$ cat config.mk
export PLATFORM = sky130hd
export DESIGN_NAME = out_tx_unit
export DESIGN_NICKNAME = d
export VERILOG_FILES = /design/src/rtl/out_tx_unit_pkg.sv /design/src/rtl/out_tx_unit_tx_core.sv /design/src/rtl/out_tx_unit.sv
export SDC_FILE = /design/constraint.sdc
export NUM_CORES = 1
export LEC_CHECK = 0
export BUFFER_PORTS_ARGS = -buffer_cell sky130_fd_sc_hd__buf_2
export CORE_UTILIZATION = 35
export CTS_CLUSTER_SIZE = 14
export DETAILED_ROUTE_END_ITERATION = 16
export PLACE_DENSITY_LB_ADDON = 0.12
export SYNTH_ARGS = -nofsm -noshare
export SYNTH_HDL_FRONTEND = slang
export SYNTH_SLANG_ARGS = --single-unit
$ cat constraint.sdc
create_clock -name clk -period 5.7 [get_ports clk]
set_clock_uncertainty 0.15 [all_clocks]
set_input_delay 0 -clock clk [delete_from_list [all_inputs] [get_ports clk]]
set_output_delay 0 -clock clk [all_outputs]
set_load 0.02 [all_outputs]
$ cat src/rtl/out_tx_unit_pkg.sv
// rtl/out_tx_unit_pkg.sv - shared TX state encoding and UART frame constants
package out_tx_unit_pkg;

    typedef logic [1:0] tx_state_t;

    localparam tx_state_t TX_IDLE  = 2'd0;
    localparam tx_state_t TX_START = 2'd1;
    localparam tx_state_t TX_DATA  = 2'd2;
    localparam tx_state_t TX_STOP  = 2'd3;

    localparam int DATA_BITS = 8;
    localparam int STOP_BITS = 1;

endpackage

$ cat src/rtl/out_tx_unit_tx_core.sv
// rtl/out_tx_unit_tx_core.sv - 8N1 UART transmitter: FSM, baud counter, shift register
module uart_tx_core
    import out_tx_unit_pkg::*;
#(
    parameter int CLK_PER_BIT = 868
) (
    input  logic       clk,
    input  logic       rst,
    input  logic       start,
    input  logic [7:0] data,
    output logic       ready,
    output logic       txd
);

    localparam int CW = (CLK_PER_BIT > 1) ? $clog2(CLK_PER_BIT) : 1;
    localparam logic [CW-1:0] BAUD_LAST = CW'(CLK_PER_BIT - 1);

    tx_state_t     state;
    logic [CW-1:0] baud;
    logic [2:0]    bit_idx;
    logic [7:0]    shift;
    logic          baud_done;

    assign baud_done = (baud == BAUD_LAST);
    assign ready     = (state == TX_IDLE);

    // txd is updated together with the state so the line never glitches
    always_ff @(posedge clk or posedge rst) begin
        if (rst) begin
            state   <= TX_IDLE;
            baud    <= '0;
            bit_idx <= '0;
            shift   <= '0;
            txd     <= 1'b1;
        end else if (state == TX_IDLE) begin
            if (start) begin
                state <= TX_START;
                baud  <= '0;
                shift <= data;
                txd   <= 1'b0;
            end
        end else if (!baud_done) begin
            baud <= baud + 1'b1;
        end else begin
            baud <= '0;
            case (state)
                TX_START: begin
                    state   <= TX_DATA;
                    bit_idx <= '0;
                    txd     <= shift[0];
                end
                TX_DATA: begin
                    shift <= shift >> 1;
                    if (bit_idx == 3'(DATA_BITS - 1)) begin
                        state   <= TX_STOP;
                        bit_idx <= '0;
                        txd     <= 1'b1;
                    end else begin
                        bit_idx <= bit_idx + 1'b1;
                        txd     <= shift[1];
                    end
                end
                default: begin
                    if (bit_idx == 3'(STOP_BITS - 1)) begin
                        state <= TX_IDLE;
                    end else begin
                        bit_idx <= bit_idx + 1'b1;
                    end
                end
            endcase
        end
    end

endmodule

$ cat src/rtl/out_tx_unit.sv
// rtl/out_tx_unit.sv - OUT byte FIFO with busy handshake feeding a UART transmitter
module out_tx_unit
    import out_tx_unit_pkg::*;
#(
    parameter int CLK_PER_BIT = 868,
    parameter int FIFO_LOG    = 4
) (
    input  logic       clk,
    input  logic       rst,
    input  logic       out_req,
    input  logic [7:0] out_data,
    output logic       out_busy,
    output logic       txd,
    output logic       tx_active
);

    localparam int DEPTH = 1 << FIFO_LOG;

    typedef logic [FIFO_LOG:0] count_t;
    localparam count_t FULL_COUNT = count_t'(DEPTH);

    logic [7:0]          mem [DEPTH];
    logic [FIFO_LOG-1:0] wptr;
    logic [FIFO_LOG-1:0] rptr;
    count_t              count;
    logic                push;
    logic                pop;
    logic                core_ready;

    // busy comes only from the registered count, never from out_req
    assign out_busy  = (count == FULL_COUNT);
    assign push      = out_req & ~out_busy;
    assign pop       = core_ready & (count != '0);
    assign tx_active = ~core_ready | (count != '0);

    always_ff @(posedge clk) begin
        if (push) begin
            mem[wptr] <= out_data;
        end
    end

    always_ff @(posedge clk or posedge rst) begin
        if (rst) begin
            wptr  <= '0;
            rptr  <= '0;
            count <= '0;
        end else begin
            if (push) begin
                wptr <= wptr + 1'b1;
            end
            if (pop) begin
                rptr <= rptr + 1'b1;
            end
            case ({push, pop})
                2'b10:   count <= count + 1'b1;
                2'b01:   count <= count - 1'b1;
                default: count <= count;
            endcase
        end
    end

    uart_tx_core #(
        .CLK_PER_BIT(CLK_PER_BIT)
    ) u_core (
        .clk  (clk),
        .rst  (rst),
        .start(pop),
        .data (mem[rptr]),
        .ready(core_ready),
        .txd  (txd)
    );

endmodule
==> metrics.md <==
| Metric | Value |
|---|---|
| CP Capture Type | `flop` |
| Io pins | `14` |
| Crit-path max FO | `7` |
| Fraction of registers with async set/reset | `22.42%` |
| Sum Neg Setup Slack | `0 ps` |
| Top Metal Used | `met4` |
| CP Class | `reg2reg` |
| Vias per cell | `between 4 and 5` |
| Root buffer cell | `clkbuf_16` |
| Final period util | `between 50% and 60%` |
| Run status | `finished, final reports clean` |
| WL met2 | `approximately 7.1 mm` |
| Seq/Total Area, Yosys | `between 60% and 70%` |
| Worst-margin pin slew | `around 1000 ps` |
| Final wirelength | `between 10 and 15 mm` |
| Diode count | `0` |
| Via count | `about 3700` |
| TritonCTS clock tree | `yes` |
| Die height | `143.1 um` |
| Worst skew pair latency | `roughly 420 ps` |
| Peak VDD IR | `roughly 200 uV` |
| # DRC | `0` |
| Gr usage total | `between 10% and 20%` |
| First-pass DRT Iterations | `5` |
| CP max stage delay | `~600 ps` |
| Crit path max-delay family | `compound AO/OA/AOI/OAI gates` |
| Max Root-Sink Buffers | `2` |
| DP Wirelength | `~9 mm` |
| Largest cells by area after synthesis | `edfxtp_1 (55%), dfrtp_1 (13%), mux4_2 (10%)` |
| Grt ovf | `0` |
| Crit path required time | `around 5900 ps` |
| Area Growth Syn to Fin | `14.27%` |
| Finish-stage setup viols | `0` |
| Row Count | `a little over 50` |
| Die extent in x | `roughly 140 um` |
| Final hold vios | `0` |
| Pin count of the biggest net entering global routing | `38` |
| CP arrival | `3400 ps` |
| Routed Antenna Nets | `0` |
| Total power draw | `3.937 mW` |
| # Post-CTS Setup Buffers | `0` |
| CTS buffer count | `17` |
| Commonest non-fill, non-tap cell in the layout | `edfxtp_1` |
| Primary FF master, synth | `edfxtp_1` |
| GPL Wtd Cong | `0.7912` |
| EDFF count, synth | `around 130` |
| CTS resizes | `0` |
| H-tree Lvls | `4` |
| Die ar. | `about 20000 um^2` |
| CP max-delay cell | `or4_4` |
| Met1 WL | `about 6.7 mm` |
| Critical-path cell list | `or4_4 -> o21ai_4 -> inv_1 -> ha_1 -> xor2_1 -> ha_1 -> o21a_1 -> o21ai_0 -> nand3b_1 -> a21oi_1 -> xor2_1` |
| Relative slew slack | `31.08%` |
| Ys Warns | `0` |
| Vias in the first global route | `between 3000 and 4000` |
| Initial Util | `a little over a third` |
| CP startpoint kind | `flop` |
| DRT iter0 DRCs | `roughly 250` |
| Initial antenna violation count | `0` |
| Unrepaired setup endpoints after global routing | `false` |
| Count of maximum capacitance violations | `0` |
| Bufs and invs on worst path | `1` |
| Pwr Density | `a little under 500 nW/um^2` |
| Worst Hold Class | `in2async` |
| Hold Slack | `106.8 ps` |
| Syn nets | `468` |
| Pins Over Slew Limit | `0` |
| Core footprint | `between 15000 and 20000 um^2` |
| First-pass GRT wire length | `between 20 and 25 mm` |
| Most frequent cells in the layout | `edfxtp_1 (128), dfrtp_1 (35), mux4_2 (32)` |
| Synth cell types | `48` |
| Routed length per instance | `around 20 um` |
| Cell accounting for the most synthesized area | `edfxtp_1` |
| Area share of the largest cell type after synthesis | `55.12%` |
| Tmin final | `between 3000 and 4000 ps` |
| Register bit total from synthesis | `between 150 and 200` |
| Fin nets | `slightly below 500` |
| Leak | `about 2.8 nW` |
| Syn Std Cell Area | `approximately 7000 um^2` |
| IO Port Bufs | `13` |
| Proportion of layout cells with a drive suffix above 1 | `between 10% and 20%` |
| Syn Area/Cell | `between 15 and 20 um^2` |
| Clk sink count | `around 170` |
| Post-Syn Instances | `439` |
| Wire length on met3 | `420 um` |
| F_max | `a little over 300 MHz` |
| Fillers | `about 1800` |
| Reg clk slew, reported paths | `around 70 ps` |
==> through the flow <==
stage / setup slack [ps] / instances / instance area, um^2 / utilization (%)
global route: 2198 / 740 / 7968 / 40.80
CTS: 2532 / 740 / 7968 / 40.80
floorplan: 2745 / 439 / 6973 / -
global placement: 2660 / 698 / 7301 / 37.39
finish: 2491 / 740 / 7968 / 40.80
detailed placement: 2552 / 698 / 7301 / 37.39
==> registers in the layout, indices dropped and copies added, names as in the netlist <==
| signal | flops |
|---|---|
| count | 5 |
| wptr | 4 |
| u_core.txd | 1 |
| u_core.baud | 10 |
| u_core.state | 2 |
| u_core.shift | 8 |
| u_core.bit_idx | 3 |
| mem | 128 |
| rptr | 4 |
==> final timing paths <==
check	slack, ps	end	start	depth (start not counted)
max	2490	count[4]$_DFFE_PP0P_	count[2]$_DFFE_PP0P_	11
min	110	u_core.baud[6]$_DFFE_PP0P_	rst	4
max reg2reg	2490	count[4]$_DFFE_PP0P_	count[2]$_DFFE_PP0P_	11
min reg2reg	330	u_core.baud[9]$_DFFE_PP0P_	u_core.baud[9]$_DFFE_PP0P_	1
max in group asynchronous	4920	rptr[0]$_DFFE_PP0P_	rst	4
min in group clk	330	u_core.baud[9]$_DFFE_PP0P_	u_core.baud[9]$_DFFE_PP0P_	1
==> worst reg2reg max path, stage by stage, from the launching register on <==
cell and delay (ps):
dfrtp_1 460, or4_4 600, o21ai_4 230, inv_1 150
ha_1 320, xor2_1 210, ha_1 230, o21a_1 170
o21ai_0 220, nand3b_1 100, a21oi_1 170, xor2_1 150
==> layer usage <==
metal  vias up  track usage (%)
met5         -                0
met4         0            5.716
met3        10            3.924
met2        59            25.65
met1      1871            20.74
li1       1731                -
==> synthesized netlist by cell type, types with 7 or more instances <==
master    count
xor2_1        9
o21ai_0      20
ha_1         18
dfrtp_1      36
a21oi_1      23
a22oi_1      15
inv_1        17
nand2_1      29
clkbuf_1     13
edfxtp_1    128
mux4_2       32
xnor2_1       7
nor2_1       29
==> layout make-up <==
| class | count | area, um^2 | share of cell area, % |
|---|---|---|---|
| sequential | 165 | 4772 | 59.89 |
| multi-input combinational | 235 | 2046 | 25.68 |
| clock buffer | 17 | 425.4 | 5.339 |
| tap | 265 | 331.6 | 4.161 |
| timing repair buffer | 26 | 187.7 | 2.356 |
| clock inverter | 15 | 141.4 | 1.775 |
| inverter | 17 | 63.81 | 0.8009 |
==> power by group <==
| part | leakage (nW) | internal [mW] | switching, mW | total [mW] |
|---|---|---|---|---|
| clock network | 0.276 | 0.578 | 0.511 | 1.09 |
| logic | 0.885 | 0.508 | 0.645 | 1.15 |
| registers | 1.61 | 1.50 | 0.193 | 1.69 |
==> logic make-up after synthesis <==
| logic type | count (synthesis) | share of synthesized area, % |
|---|---|---|
| AOI/OAI and AO/OA | 77 | 7.052 |
| xor gates and xnor gates | 16 | 2.010 |
| adders and majority gates | 18 | 3.230 |
| buffers and inverters | 39 | 2.530 |
| DFF | 165 | 68.42 |
| muxes | 36 | 10.93 |
| and+or+nand+nor | 88 | 5.832 |
==> what timing repair did <==
action	4_1_cts	5_1_grt
hold buffers	10	0
endpoints found under the hold margin	167	0
setup endpoints to repair	0	0
(Power assumes the default switching activity.)
